`src/rtl/hamming_pkg.sv`:
```
// Shared Hamming(12,8) definitions: widths, parity bit positions and the serializer state type.
package hamming_pkg;

  localparam int unsigned DATA_W = 8;
  localparam int unsigned CW_W   = 12;

  // Parity bit positions inside the codeword {p3,p2,p1,p0,d7..d0}.
  localparam int unsigned P0_IDX = 8;
  localparam int unsigned P1_IDX = 9;
  localparam int unsigned P2_IDX = 10;
  localparam int unsigned P3_IDX = 11;

  typedef enum logic [2:0] {
    StIdle,
    StStart,
    StData,
    StStop,
    StGap
  } tx_state_e;

endpackage

```
`src/rtl/hamming_encoder.sv`:
```
// Combinational Hamming(12,8) encoder: data bits in [7:0], parity bits p0..p3 in [11:8].
module hamming_encoder
  import hamming_pkg::*;
(
  input  logic [DATA_W-1:0] data_i,
  output logic [CW_W-1:0]   codeword_o
);

  // Parity generation over the fixed data-bit coverage sets.
  always_comb begin
    codeword_o                = '0;
    codeword_o[DATA_W-1:0]    = data_i;
    codeword_o[P0_IDX]        = data_i[0] ^ data_i[1] ^ data_i[3] ^ data_i[4] ^ data_i[6];
    codeword_o[P1_IDX]        = data_i[0] ^ data_i[2] ^ data_i[3] ^ data_i[5] ^ data_i[6];
    codeword_o[P2_IDX]        = data_i[1] ^ data_i[2] ^ data_i[3] ^ data_i[7];
    codeword_o[P3_IDX]        = data_i[4] ^ data_i[5] ^ data_i[6] ^ data_i[7];
  end

endmodule

```
`src/rtl/hamming_tx_serializer.sv`:
```
// Framed serial transmitter: encodes each accepted byte into a 12-bit Hamming codeword and
// shifts it out LSB first between a start bit (0) and a stop bit (1), followed by an idle gap.
// Optional feature macro: HAMMING_TX_ERR_INJECT_EN adds inj_en/inj_pos to flip one codeword bit.
module hamming_tx_serializer
  import hamming_pkg::*;
#(
  parameter int unsigned CLKS_PER_BIT = 1,
  parameter int unsigned FRAME_GAP    = 1
) (
  input  logic              clk,
  input  logic              rst_n,
`ifdef HAMMING_TX_ERR_INJECT_EN
  input  logic              inj_en,
  input  logic [3:0]        inj_pos,
`endif
  input  logic              s_valid,
  output logic              s_ready,
  input  logic [DATA_W-1:0] s_data,
  output logic              tx_line,
  output logic              busy,
  output logic [15:0]       frames_sent
);

  localparam logic [7:0] CntLast  = 8'(CLKS_PER_BIT - 1);
  localparam logic [3:0] DataLast = 4'(CW_W - 1);
  localparam logic [3:0] GapLast  = (FRAME_GAP == 0) ? 4'd0 : 4'(FRAME_GAP - 1);

  tx_state_e         state_q, state_d;
  logic [7:0]        cnt_q, cnt_d;
  logic [3:0]        bit_q, bit_d;
  logic [CW_W-1:0]   shreg_q, shreg_d;
  logic              tx_q, tx_d;
  logic [15:0]       frames_q, frames_d;
  logic              rdy_en_q;
  logic [CW_W-1:0]   cw, cw_tx;
  logic              bit_end;

  hamming_encoder u_enc (
    .data_i     (s_data),
    .codeword_o (cw)
  );

`ifdef HAMMING_TX_ERR_INJECT_EN
  // Flip the selected codeword bit; positions beyond the codeword are ignored.
  always_comb begin
    cw_tx = cw;
    if (inj_en && (inj_pos <= DataLast)) begin
      cw_tx = cw ^ (12'b1 << inj_pos);
    end
  end
`else
  assign cw_tx = cw;
`endif

  // rdy_en_q keeps s_ready low while reset is asserted and through the first edge after it.
  assign s_ready     = (state_q == StIdle) && rdy_en_q;
  assign busy        = (state_q != StIdle);
  assign tx_line     = tx_q;
  assign frames_sent = frames_q;
  assign bit_end     = (cnt_q == CntLast);

  // Next-state logic: bit-period counting, shifting and frame sequencing.
  always_comb begin
    state_d  = state_q;
    cnt_d    = cnt_q;
    bit_d    = bit_q;
    shreg_d  = shreg_q;
    frames_d = frames_q;

    unique case (state_q)
      StIdle: begin
        if (s_valid && s_ready) begin
          shreg_d = cw_tx;
          bit_d   = '0;
          cnt_d   = '0;
          state_d = StStart;
        end
      end
      StStart: begin
        if (bit_end) begin
          cnt_d   = '0;
          state_d = StData;
        end else begin
          cnt_d = cnt_q + 8'd1;
        end
      end
      StData: begin
        if (bit_end) begin
          cnt_d   = '0;
          shreg_d = shreg_q >> 1;
          if (bit_q == DataLast) begin
            bit_d   = '0;
            state_d = StStop;
          end else begin
            bit_d = bit_q + 4'd1;
          end
        end else begin
          cnt_d = cnt_q + 8'd1;
        end
      end
      StStop: begin
        if (bit_end) begin
          cnt_d    = '0;
          bit_d    = '0;
          frames_d = frames_q + 16'd1;
          state_d  = (FRAME_GAP == 0) ? StIdle : StGap;
        end else begin
          cnt_d = cnt_q + 8'd1;
        end
      end
      StGap: begin
        if (bit_end) begin
          cnt_d = '0;
          if (bit_q == GapLast) begin
            bit_d   = '0;
            state_d = StIdle;
          end else begin
            bit_d = bit_q + 4'd1;
          end
        end else begin
          cnt_d = cnt_q + 8'd1;
        end
      end
      default: state_d = StIdle;
    endcase
  end

  // Line level for the next cycle, derived from the next state so tx_line can be registered.
  always_comb begin
    tx_d = 1'b1;
    case (state_d)
      StStart: tx_d = 1'b0;
      StData:  tx_d = shreg_d[0];
      default: tx_d = 1'b1;
    endcase
  end

  // State registers with synchronous active-low reset; reset aborts any frame in flight.
  always_ff @(posedge clk) begin
    if (!rst_n) begin
      state_q  <= StIdle;
      cnt_q    <= '0;
      bit_q    <= '0;
      shreg_q  <= '0;
      tx_q     <= 1'b1;
      frames_q <= '0;
      rdy_en_q <= 1'b0;
    end else begin
      state_q  <= state_d;
      cnt_q    <= cnt_d;
      bit_q    <= bit_d;
      shreg_q  <= shreg_d;
      tx_q     <= tx_d;
      frames_q <= frames_d;
      rdy_en_q <= 1'b1;
    end
  end

endmodule

```
`config.mk`:
```
export PLATFORM = sky130hd
export DESIGN_NAME = hamming_tx_serializer
export DESIGN_NICKNAME = d
export VERILOG_FILES = /design/src/rtl/hamming_pkg.sv /design/src/rtl/hamming_encoder.sv /design/src/rtl/hamming_tx_serializer.sv
export SDC_FILE = /design/constraint.sdc
export NUM_CORES = 1
export LEC_CHECK = 0
export ABC_AREA = 0
export BUFFER_PORTS_ARGS = -buffer_cell sky130_fd_sc_hd__buf_2
export CORE_MARGIN = 2
export CORE_UTILIZATION = 61
export CTS_CLUSTER_SIZE = 8
export DETAILED_ROUTE_END_ITERATION = 6
export PLACE_DENSITY = 0.89
export SYNTH_ARGS = -nofsm -noshare
export SYNTH_HDL_FRONTEND = slang
export SYNTH_SLANG_ARGS = --single-unit
```
`constraint.sdc`:
```
create_clock -name clk -period 5.3 [get_ports clk]
set_input_delay 1.06 -clock clk [delete_from_list [all_inputs] [get_ports clk]]
set_output_delay 1.06 -clock clk [all_outputs]
set_load 0.02 [all_outputs]
```
==> results of run 1 <==
==> routing by layer <==
| layer | part of all wire [%] | up-vias |
|---|---|---|
| met3 | 5.8 | 10 |
| li1 | - | 979 |
| met5 | 0 | - |
| met4 | 2.0 | 0 |
| met1 | 45 | 897 |
| met2 | 47 | 64 |
==> flip-flops by register name (all words and copies together) (netlist names) <==
name,cells
cnt_q,8
rdy_en_q,1
shreg_q,12
bit_q,4
state_q,3
frames_sent,16
tx_line,1
==> critical path: stages, from the launching register on <==
cell and delay [ps]:
dfxtp_1 340, inv_1 90, ha_1 160, or4b_4 490, nor4b_2 880, nor2_1 410
a211oi_1 320, o2111ai_1 120
==> power by group <==
| part | internal, mW | total (mW) | leakage (nW) | switching, mW |
|---|---|---|---|---|
| sequential | 0.349 | 0.357 | 0.365 | 0.00794 |
| combinational | 0.0366 | 0.0900 | 0.475 | 0.0534 |
| clock | 0.0770 | 0.186 | 0.0413 | 0.109 |
| total | 0.462 | 0.633 | 0.881 | 0.171 |
==> layout make-up <==
class	instances	area share [%]
multi-input cells	198	50.8
flip-flops and latches	45	36.7
repair buffers	29	5.92
clock buffers	7	2.65
well taps	46	2.35
inverters	9	1.38
clock inverters	1	0.204
==> cell usage after synthesis (all sizes together) (2+ instances only) <==
cell    instances  area, um^2
inv             8        30.0
nand2          24        90.1
o21ai           8        40.0
nand3b          4        30.0
dfxtp          45         901
a22oi          11        82.6
nor3b           3        22.5
nand3           8        40.0
a211oi          2        15.0
nor4b           4        47.6
a21oi          20         100
nor3            7        35.0
xnor2          26         228
nor2           31         116
mux2i           2        20.0
clkbuf          9        33.8
and4            2        17.5
and2            4        25.0
nor4            5        31.3
xor2            4        35.0
nor2b           2        12.5
ha              5        62.6
or3             6        37.5
nand4           7        43.8
==> logic make-up after synthesis <==
logic type,count (synthesis),share of synthesized area (%)
AOI/OAI and AO/OA,48,13.5
xor gates and xnor gates,30,11.9
adders and majority gates,5,2.82
buffers and inverters,18,3.05
DFF,45,40.7
muxes,2,0.904
and+or+nand+nor,113,27.2
==> through the flow <==
step	util (%)	hold slack, ps
after floorplan	-	432
after global placement	69.8	445
after detailed placement	69.8	450
after CTS	71.8	467
after global routing	71.8	477
final	71.8	464
==> how the worst min path moves through the flow <==
stage / startpoint / end / slack (ps) / cells past startpoint
after floorplan: shreg_q[8] / shreg_q[8] / 430 / 2
after global placement: shreg_q[9] / shreg_q[9] / 450 / 2
after detailed placement: shreg_q[4] / shreg_q[4] / 450 / 2
after CTS: shreg_q[7] / shreg_q[7] / 470 / 2
after global routing: shreg_q[8] / shreg_q[8] / 480 / 2
final: shreg_q[7] / shreg_q[7] / 460 / 2
==> qor_table.md, run 1 <==
| Step | Metric | Reported |
| --- | --- | --- |
| critical path | Worst r2r src | cnt_q[0] |
| route | Wirelength, routed | 4350 um |
| global route | Global-route wire length before repair | 7380 um |
| timing | Endpoints failing setup | 0 |
| timing | Shortest clock period the worst path allows after layout | 2940 ps |
| route | Vias | 1950 |
| job | MaxCap Viol Count | 0 |
| clocking | Maximum buffer depth of the clock tree | 2 |
| critical path | Worst setup SP type | flop |
| timing | Final hold vios | 0 |
| global route | Maximum number of pins on one net before global-route repair | 35 |
| floorplanning | Starting Density | 64.8% |
| clocking | CTS tree | done |
| place | Placed inst area | 2380 um^2 |
| power | Final Power | 0.633 mW |
| logic synthesis | Count of mapped cells out of synthesis | 261 |
| finish | Total Nets Final | 304 |
| clocking | Number of buffers added for setup after CTS | 0 |
| power | Worst ir drop on vdd | 0.000229 V |
| place | Cells after DPL | 327 |
| floorplanning | Die height | 64.3 um |
| finish | Most common cell after layout, fill and taps aside | dfxtp_1 |
| global route | Initial antenna violation count | 0 |
| floorplanning | Number of top-level pins | 30 |
| critical path | Worst path arrival time | 3170 ps |
| finish | Number of fillers in the final layout | 278 |
| global route | GRT Overall Usage | 22.4% |
| timing | Tightest slew margin relative to the limit | 32.7% |
| finish | Count of placed standard cells in the final layout, fillers left out | 335 |
| logic synthesis | Number of enable flip-flop cells after synthesis | 0 |
| floorplanning | Horizontal extent of the die | 64.3 um |
| global route | Residual overflow from global routing | 0 |
| timing | Final TNS setup | 0 ps |
| clocking | Quantity of gates resized following cts | 0 |
| global route | Met3 demand-to-capacity share in global routing | 4.93% |
| finish | Commonest non-fill, non-tap cells in the layout | dfxtp_1, nor2_1, buf_2 |
| timing | Share of the clock period used by the worst path | 55.4% |
| timing | Max-slew violation total from the final report | 0 |
| finish | Area used by multi-input combinational logic | 1250 um^2 |
| floorplanning | FP Rows | 21 |
| clocking | TritonCTS Buffers | 5 |
| power | Power density over the cells | 258 nW/um^2 |
| logic synthesis | Number of storage elements in the synthesis netlist | 45 |
| logic synthesis | Mean post-synth cell area | 8.49 um^2 |
| global route | Met1 Use GR | 26.9% |
| global route | Met2 track utilization from global routing | 37.9% |
| critical path | Launch point of the critical path | cnt_q[0] |
| timing | RSZ-0062 raised after global routing | false |
| place | Last weighted congestion value of the routability-driven placer | 0.833 |
| logic synthesis | Number of unique standard cell types used by synthesis | 40 |
| timing | Worst-margin pin slew | 1010 ps |
| route | DRC violations left | 0 |
| global route | Most congested layer reported by global routing | met2 |
| hold path | Min-Delay Path Class | reg -> reg |
| status | Result of the run | completed |
| clocking | CTS hold repair buffers | 0 |
| clocking | Worst-Skew Late Latency | 370 ps |
| critical path | Largest fanout of any net on the critical path | 13 |
| timing | Largest clock skew in the final design | 16.8 ps |
| timing | Worst Slack Setup Final | 2360 ps |
| logic synthesis | Most instantiated flip-flop cell in the synthesis netlist | dfxtp_1 |
| clocking | Maximum level of the CTS H-tree | 2 |
| critical path | Register-to-Register Setup Slack | 2360 ps |
| place | Placed wire-length estimate | 3140 um |
| critical path | Reg2reg end | tx_line |
| logic synthesis | Sequential-to-total area share from yosys stat | 40.7% |
| timing | Highest Clock Rate | 0.341 GHz |
| critical path | Depth of the worst register-to-register path | 7 |
| critical path | CP Class | reg -> reg |
| critical path | Required time at the worst-slack endpoint | 5530 ps |
| finish | Proportion of layout cells with a drive suffix above 1 | 14.5% |
| logic synthesis | Async S/R FF share, synth | 0% |
| route | Detail-routed via count per cell | 5.82 |
| finish | Antenna Cells | 0 |
| logic synthesis | Post-synth design cell area | 2210 um^2 |
| route | First-pass iteration count of the detailed router | 4 |
| finish | Syn-to-layout area delta | 10.8% |
| global route | Vias in the first global route | 1740 |
| finish | Combined flip-flop and latch cell area | 901 um^2 |
| critical path | Capturing element type of the critical path | flop |
| power | Static leakage | 0.881 nW |
| clocking | Clock transition at the registers of the reported paths | 120 ps |
| clocking | Root Driver | clkbuf_4 |
| logic synthesis | Net count after synthesis | 277 |
| finish | Post-Layout Inst Area | 2450 um^2 |
| place | Number of I/O port buffers | 29 |
| clocking | Clock Sink Count | 45 |
| floorplanning | Area of the die | 4130 um^2 |
| route | Antenna Violating Nets Remaining | 0 |
| critical path | Capture point of the critical path | tx_line |
| logic synthesis | Yosys warning count | 0 |
| place | Post-Place Setup Slack | 2390 ps |
| route | Iter 0 DRT Violations | 154 |
| floorplanning | Placeable core area | 3420 um^2 |
| route | Detail-routed net length per standard cell | 13.0 um |
Power figures use the tool's default switching activity.
==> run 2: changes to the inputs <==
--- a/config.mk
+++ b/config.mk
@@ -8,10 +8,10 @@
 export ABC_AREA = 0
 export BUFFER_PORTS_ARGS = -buffer_cell sky130_fd_sc_hd__buf_2
 export CORE_MARGIN = 2
-export CORE_UTILIZATION = 61
+export CORE_UTILIZATION = 51
 export CTS_CLUSTER_SIZE = 8
 export DETAILED_ROUTE_END_ITERATION = 6
-export PLACE_DENSITY = 0.89
+export PLACE_DENSITY = 0.8
 export SYNTH_ARGS = -nofsm -noshare
 export SYNTH_HDL_FRONTEND = slang
 export SYNTH_SLANG_ARGS = --single-unit
==> constraint.sdc (replaced) <==
create_clock -name clk -period 2.4 [get_ports clk]
set_input_delay 0.48 -clock clk [delete_from_list [all_inputs] [get_ports clk]]
set_output_delay 0.48 -clock clk [all_outputs]
set_load 0.02 [all_outputs]
==> run 2 against run 1 <==
  * Total power increased to 2.5 times the previous value
  * Fmax increased by 32%
  * Utilization decreased by 8.9 points
  * Clock skew decreased by 6.7 ps
  * First-iteration DRC count decreased by 34%
  * Die area increased by 18%
  * Wire length increased by 7.2%
  * Critical path depth decreased by 1
  * Via count increased by 1.7%
  * Design area increased by 4.8%
  * Critical path type unchanged
  * Largest cell class unchanged
  * Largest power group unchanged
==> qor_table.md, run 2 (synthesis gave the netlist of run 1 again) <==
| Step | Metric | Reported | vs previous |
| --- | --- | --- | --- |
| finish | Most common cell after layout, fill and taps aside | dfxtp_1 |  |
| finish | Post-Layout Inst Area | 2570 um^2 | +4.8% |
| finish | Area used by multi-input combinational logic | 1250 um^2 | +0.50% |
| job | MaxCap Viol Count | 0 | unchanged |
| finish | Flip-flop count of the largest register after layout | 16 | unchanged |
| place | Last weighted congestion value of the routability-driven placer | 0.780 | -6.3% |
| floorplanning | Number of top-level pins | 30 | unchanged |
| timing | Shortest clock period the worst path allows after layout | 2230 ps | -707 ps |
| timing | Endpoints failing setup | 0 | unchanged |
| status | Result of the run | completed |  |
| critical path | Worst setup SP type | flop |  |
| critical path | CP max stage cell | or4_4 |  |
| critical path | Required time at the worst-slack endpoint | 2640 ps | -2890 ps |
| route | First-pass iteration count of the detailed router | 4 | unchanged |
| global route | GRT Overall Usage | 20.1% | -2.3 points |
| finish | Commonest non-fill, non-tap cells in the layout | dfxtp_1, nor2_1, buf_2 |  |
| timing | Max-slew violation total from the final report | 0 | unchanged |
| critical path | Capturing element type of the critical path | flop |  |
| finish | Combined flip-flop and latch cell area | 901 um^2 | unchanged |
| global route | Global-route wire length before repair | 8020 um | +8.8% |
| place | Placed wire-length estimate | 3290 um | +4.6% |
| clocking | Clock Sink Count | 45 | unchanged |
| clocking | Number of buffers added for setup after CTS | 0 | unchanged |
| timing | Final hold vios | 0 | unchanged |
| global route | Initial antenna violation count | 0 | unchanged |
| floorplanning | Die height | 69.9 um | +8.8% |
| route | Highest metal layer with signal wires | met4 |  |
| timing | Highest Clock Rate | 0.449 GHz | +32% |
| floorplanning | Placeable core area | 4090 um^2 | +20% |
| finish | Antenna Cells | 0 | unchanged |
| finish | Syn-to-layout area delta | 16.1% |  |
| timing | Largest clock skew in the final design | 10.1 ps | -6.67 ps |
| critical path | Worst path arrival time | 2470 ps | -700 ps |
| timing | Final TNS setup | 0 ps | unchanged |
| route | Vias | 1983 | +1.7% |
| route | Detail-routed net length per standard cell | 13.4 um | +3.5% |
| clocking | Maximum level of the CTS H-tree | 2 | unchanged |
| place | Number of I/O port buffers | 29 | unchanged |
| route | DRC violations left | 0 | unchanged |
| clocking | Worst-Skew Late Latency | 310 ps | -60 ps |
| critical path | CP delay by family, top | simple AND/OR/NAND/NOR gates |  |
| finish | Number of fillers in the final layout | 344 | +24% |
| clocking | Clock transition at the registers of the reported paths | 90 ps | -30 ps |
| finish | End-of-flow core utilization | 62.9% | -8.9 points |
| route | Met1 wire length | 2250 um | +15% |
| clocking | Maximum buffer depth of the clock tree | 2 | unchanged |
| critical path | Register-to-Register Setup Slack | 170 ps | -2190 ps |
| route | Iter 0 DRT Violations | 102 | -34% |
| clocking | CTS hold repair buffers | 0 | unchanged |
| global route | Residual overflow from global routing | 0 | unchanged |
| finish | Total Nets Final | 312 | +2.6% |
| floorplanning | Horizontal extent of the die | 69.9 um | +8.8% |
| timing | RSZ-0062 raised after global routing | false |  |
| timing | Share of the clock period used by the worst path | 92.9% | +37 points |
| power | Static leakage | 0.939 nW | +6.6% |
| timing | Worst-margin pin slew | 773 ps | -233 ps |
| floorplanning | FP Rows | 23 | +9.5% |
| route | Met3 routed wirelength | 186 um | -26% |
| clocking | CTS tree | done |  |
| critical path | Chain of cells forming the critical path | inv_1, ha_1, or4b_4, or4_4, or3_1, a21oi_1 |  |
| critical path | Combined buffer and inverter count along the critical path | 1 | unchanged |
| clocking | Root Driver | clkbuf_8 |  |
| global route | Vias in the first global route | 1835 | +5.5% |
| critical path | Largest fanout of any net on the critical path | 7 | -6 |
| global route | Maximum number of pins on one net before global-route repair | 35 | unchanged |
| route | Antenna Violating Nets Remaining | 0 | unchanged |
| clocking | TritonCTS Buffers | 5 | unchanged |
| power | Worst ir drop on vdd | 0.000364 V | +59% |
| floorplanning | Area of the die | 4890 um^2 | +18% |
| power | Power density over the cells | 624 nW/um^2 | +140% |
| route | Detail-routed via count per cell | 5.71 | -1.8% |
| route | Sum of met2 wire segment lengths after detailed routing | 2180 um | +5.8% |
| hold path | Min-Delay Path Class | in -> reg |  |
| floorplanning | Starting Density | 54.2% | -11 points |
| critical path | Biggest cell delay along the critical path | 590 ps | -290 ps |
| place | Placed inst area | 2450 um^2 | +3.0% |
| clocking | Quantity of gates resized following cts | 0 | unchanged |
| timing | Tightest slew margin relative to the limit | 48.3% | +16 points |
| route | Wirelength, routed | 4670 um | +7.2% |
| critical path | CP Class | reg -> reg |  |
| finish | Proportion of layout cells with a drive suffix above 1 | 16.8% | +2.3 points |
[run 2: changes by cell type in the layout (fill, tap and decap cells not counted), sizes merged]
| cell | before | now |
|---|---|---|
| bufinv | 0 | 1 |
| clkinv | 2 | 1 |
| buf | 29 | 37 |
[run 2: power breakdown]
part,internal (mW),switching (mW)
Clock,0.340,0.257
Sequential,0.769,0.0190
Combinational,0.0965,0.125
Total,1.21,0.400
[run 2: final cells by class]
| class | count | area share, % |
|---|---|---|
| tap | 50 | 2.43 |
| multi-input combinational | 198 | 48.7 |
| timing repair buffer | 37 | 7.98 |
| clock inverter | 1 | 1.17 |
| clock buffer | 7 | 3.36 |
| inverter | 9 | 1.31 |
| sequential | 45 | 35.0 |
[run 2: final timing paths]
path	start	to	cells after the start
worst max-delay path	cnt_q[0]	frames_sent[12]	6
worst min-delay path	rst_n	rdy_en_q	1
worst min register to register	shreg_q[3]	shreg_q[3]	2
worst max register to register	cnt_q[0]	frames_sent[12]	6
[run 2: per-stage QoR]
| step | instances | hold slack, ps | worst slack [ps] | total power, mW |
|---|---|---|---|---|
| final | 347 | 357 | 171 | 1.61 |
| after global placement | 339 | 443 | 292 | 1.02 |
| after global routing | 347 | 352 | 50.4 | 1.67 |
| after floorplan | 261 | 432 | 344 | 0.954 |
| after detailed placement | 339 | 450 | 199 | 1.02 |
| after CTS | 347 | 356 | 184 | 1.62 |
[run 2: per-layer routing]
layer  vias up  GRT usage (%)
met5         -              0
met4         0           8.76
met3         6           4.04
met2        43           34.9
met1       941           24.0
li1        993              -
==> run 3: changes to the inputs <==
--- a/config.mk
+++ b/config.mk
@@ -11,7 +11,7 @@
 export CORE_UTILIZATION = 51
 export CTS_CLUSTER_SIZE = 8
 export DETAILED_ROUTE_END_ITERATION = 6
-export PLACE_DENSITY = 0.8
+export PLACE_DENSITY_LB_ADDON = 0.08
 export SYNTH_ARGS = -nofsm -noshare
 export SYNTH_HDL_FRONTEND = slang
 export SYNTH_SLANG_ARGS = --single-unit
==> run 3 against run 2 <==
  * Non-clock buffer count did not move
  * Utilization unchanged
  * Combinational power about the same
  * Sequential power about the same
  * Count of clock-buffer cells in the layout stayed put
  * Final cell count unchanged
  * Critical path type unchanged
  * Largest power group unchanged
  * Die area stayed put
==> qor_table.md, run 3 (synthesis gave the netlist of run 1 again) <==
| Step | Metric | Reported | vs previous |
| --- | --- | --- | --- |
| finish | Total Nets Final | 312 | unchanged |
| clocking | CTS tree | done |  |
| critical path | Depth of the worst register-to-register path | 6 | unchanged |
| power | Clock group share of total power | 36.6% | -0.5 points |
| clocking | Maximum buffer depth of the clock tree | 2 | unchanged |
| route | Vias | 1924 | -3.0% |
| route | Antenna Violating Nets Remaining | 0 | unchanged |
| timing | Tightest slew margin relative to the limit | 38.5% | -9.7 points |
| critical path | Worst setup SP type | flop |  |
| finish | Commonest non-fill, non-tap cells in the layout | dfxtp_1, nor2_1, buf_2 |  |
| timing | Worst-margin pin slew | 916 ps | +143 ps |
| global route | GRT Overall Usage | 19.0% | -1.1 points |
| clocking | Number of buffers added for setup after CTS | 0 | unchanged |
| floorplanning | Horizontal extent of the die | 69.9 um | unchanged |
| power | Net switching component of the power | 0.379 mW | -5.4% |
| power | Cell internal pwr | 1.21 mW | +0.13% |
| critical path | CP Class | reg -> reg |  |
| clocking | Clock Sink Count | 45 | unchanged |
| floorplanning | Number of top-level pins | 30 | unchanged |
| finish | Antenna Cells | 0 | unchanged |
| hold path | Worst Hold Path Cells | 1 | unchanged |
| timing | Worst Slack Setup Final | 163 ps | -8.49 ps |
| hold path | Min-Delay Path Class | in -> reg |  |
| global route | Global-route wire length before repair | 7710 um | -4.0% |
| power | Sequential power share | 49.7% | +0.6 points |
| timing | Share of the clock period used by the worst path | 93.2% | +0.35 points |
| timing | Shortest clock period the worst path allows after layout | 2240 ps | +8.49 ps |
| timing | Max-slew violation total from the final report | 0 | unchanged |
| route | DRC violations left | 0 | unchanged |
| global route | Vias in the first global route | 1773 | -3.4% |
| clocking | Maximum level of the CTS H-tree | 2 | unchanged |
| critical path | Worst path arrival time | 2430 ps | -40 ps |
| critical path | Worst r2r src | cnt_q[0] |  |
| clocking | Quantity of gates resized following cts | 0 | unchanged |
| global route | Maximum number of pins on one net before global-route repair | 35 | unchanged |
| finish | Post-Layout Inst Area | 2570 um^2 | unchanged |
| timing | Highest Clock Rate | 0.447 GHz | -0.38% |
| route | Iter 0 DRT Violations | 87 | -15% |
| route | Wirelength, routed | 4380 um | -6.2% |
| power | Combinational power share | 13.8% | about the same |
| floorplanning | Placeable core area | 4090 um^2 | unchanged |
| critical path | Reg2reg end | frames_sent[8] |  |
| power | Net Sw Frac | 23.9% | -1.1 points |
| global route | Residual overflow from global routing | 0 | unchanged |
| timing | Min Hold Slack | 345 ps | -12.6 ps |
| timing | Endpoints failing setup | 0 | unchanged |
| floorplanning | Area of the die | 4890 um^2 | unchanged |
| power | Power density over the cells | 617 nW/um^2 | -1.3% |
| critical path | Capturing element type of the critical path | flop |  |
| finish | Area used by multi-input combinational logic | 1250 um^2 | unchanged |
| finish | Number of fillers in the final layout | 360 | +4.7% |
| power | Worst ir drop on vdd | 0.000421 V | +16% |
| floorplanning | Starting Density | 54.2% | unchanged |
| finish | Proportion of layout cells with a drive suffix above 1 | 16.8% | unchanged |
| timing | Largest clock skew in the final design | 2.20 ps | -7.89 ps |
| hold path | Hold Path Origin | rst_n |  |
| timing | Final TNS setup | 0 ps | unchanged |
| critical path | Largest fanout of any net on the critical path | 7 | unchanged |
| route | Detail-routed net length per standard cell | 12.6 um | -6.2% |
| place | Placed inst area | 2450 um^2 | unchanged |
| place | Last weighted congestion value of the routability-driven placer | 0.811 | +3.9% |
| critical path | Register-to-Register Setup Slack | 160 ps | about the same |
| hold path | Hold Path Sink | rdy_en_q |  |
| route | First-pass iteration count of the detailed router | 4 | unchanged |
| clocking | TritonCTS Buffers | 5 | unchanged |
| timing | RSZ-0062 raised after global routing | false |  |
| job | MaxCap Viol Count | 0 | unchanged |
| finish | Syn-to-layout area delta | 16.1% | unchanged |
| global route | Initial antenna violation count | 0 | unchanged |
| floorplanning | Die height | 69.9 um | unchanged |
| critical path | Required time at the worst-slack endpoint | 2600 ps | -40 ps |
| timing | Final hold vios | 0 | unchanged |
| clocking | CTS hold repair buffers | 0 | unchanged |
| finish | Most common cell after layout, fill and taps aside | dfxtp_1 |  |
| finish | Combined flip-flop and latch cell area | 901 um^2 | unchanged |
| place | Number of I/O port buffers | 29 | unchanged |
| place | Placed wire-length estimate | 3180 um | -3.3% |
| clocking | Root Driver | clkbuf_8 |  |
| power | Static leakage | 0.939 nW | about the same |
| clocking | Clock transition at the registers of the reported paths | 80 ps | about the same |
| floorplanning | FP Rows | 23 | unchanged |
| finish | Flip-flop count of the largest register after layout | 16 | unchanged |
| status | Result of the run | completed |  |
| route | Detail-routed via count per cell | 5.54 | -3.0% |
| place | Post-Place Setup Slack | 170 ps | -29.4 ps |
| clocking | Worst-Skew Late Latency | 290 ps | -20 ps |
-- run 3: through the flow --
stage | util [%] | total power, mW | instances
6_report | 62.9 | 1.59 | 347
5_1_grt | 62.9 | 1.66 | 347
4_1_cts | 62.9 | 1.60 | 347
3_5_place_dp | 60.1 | 1.02 | 339
3_3_place_gp | 60.1 | 1.02 | 339
2_1_floorplan | - | 0.954 | 261
-- run 3: per-layer routing --
metal / share of wire (%) / global-route usage [%] / wire length [um] / up-vias
met5: 0 / 0 / 0 / -
met3: 4.1 / 3.61 / 181 / 5
met4: 1.2 / 7.69 / 54 / 0
met1: 49 / 25.8 / 2160 / 888
li1: - / - / - / 991
met2: 45 / 29.7 / 1980 / 40
-- run 3: cell type report --
cell class | instances | share of cell area, %
Inverter | 9 | 1.31
Clock inverter | 1 | 1.17
Multi-Input combinational cell | 198 | 48.7
Sequential cell | 45 | 35.0
Timing Repair Buffer | 37 | 7.98
Clock buffer | 7 | 3.36
Tap cell | 50 | 2.43
-- run 3: worst max path at each step --
stage	start	slack, ps	depth (start not counted)	end
2_1_floorplan	cnt_q[0]	340	6	frames_sent[12]
3_3_place_gp	cnt_q[0]	250	6	frames_sent[10]
3_5_place_dp	cnt_q[0]	170	6	frames_sent[8]
4_1_cts	cnt_q[0]	140	6	frames_sent[8]
5_1_grt	cnt_q[0]	40	7	tx_line
6_report	cnt_q[0]	160	6	frames_sent[8]
-- run 3: worst max-delay path: stages (launching register included) --
cell     delay [ps]
dfxtp_1         330
inv_1            90
ha_1            170
or4b_4          490
or4_4           590
or3_1           320
a21oi_1         150
-- run 3: power groups by stage --
stage | clock network [mW] | logic, mW | registers [mW]
floorplan | 0 | 0.153 | 0.801
global placement | 0 | 0.217 | 0.804
detailed placement | 0 | 0.219 | 0.805
CTS | 0.597 | 0.220 | 0.787
global route | 0.622 | 0.243 | 0.792
finish | 0.580 | 0.218 | 0.787
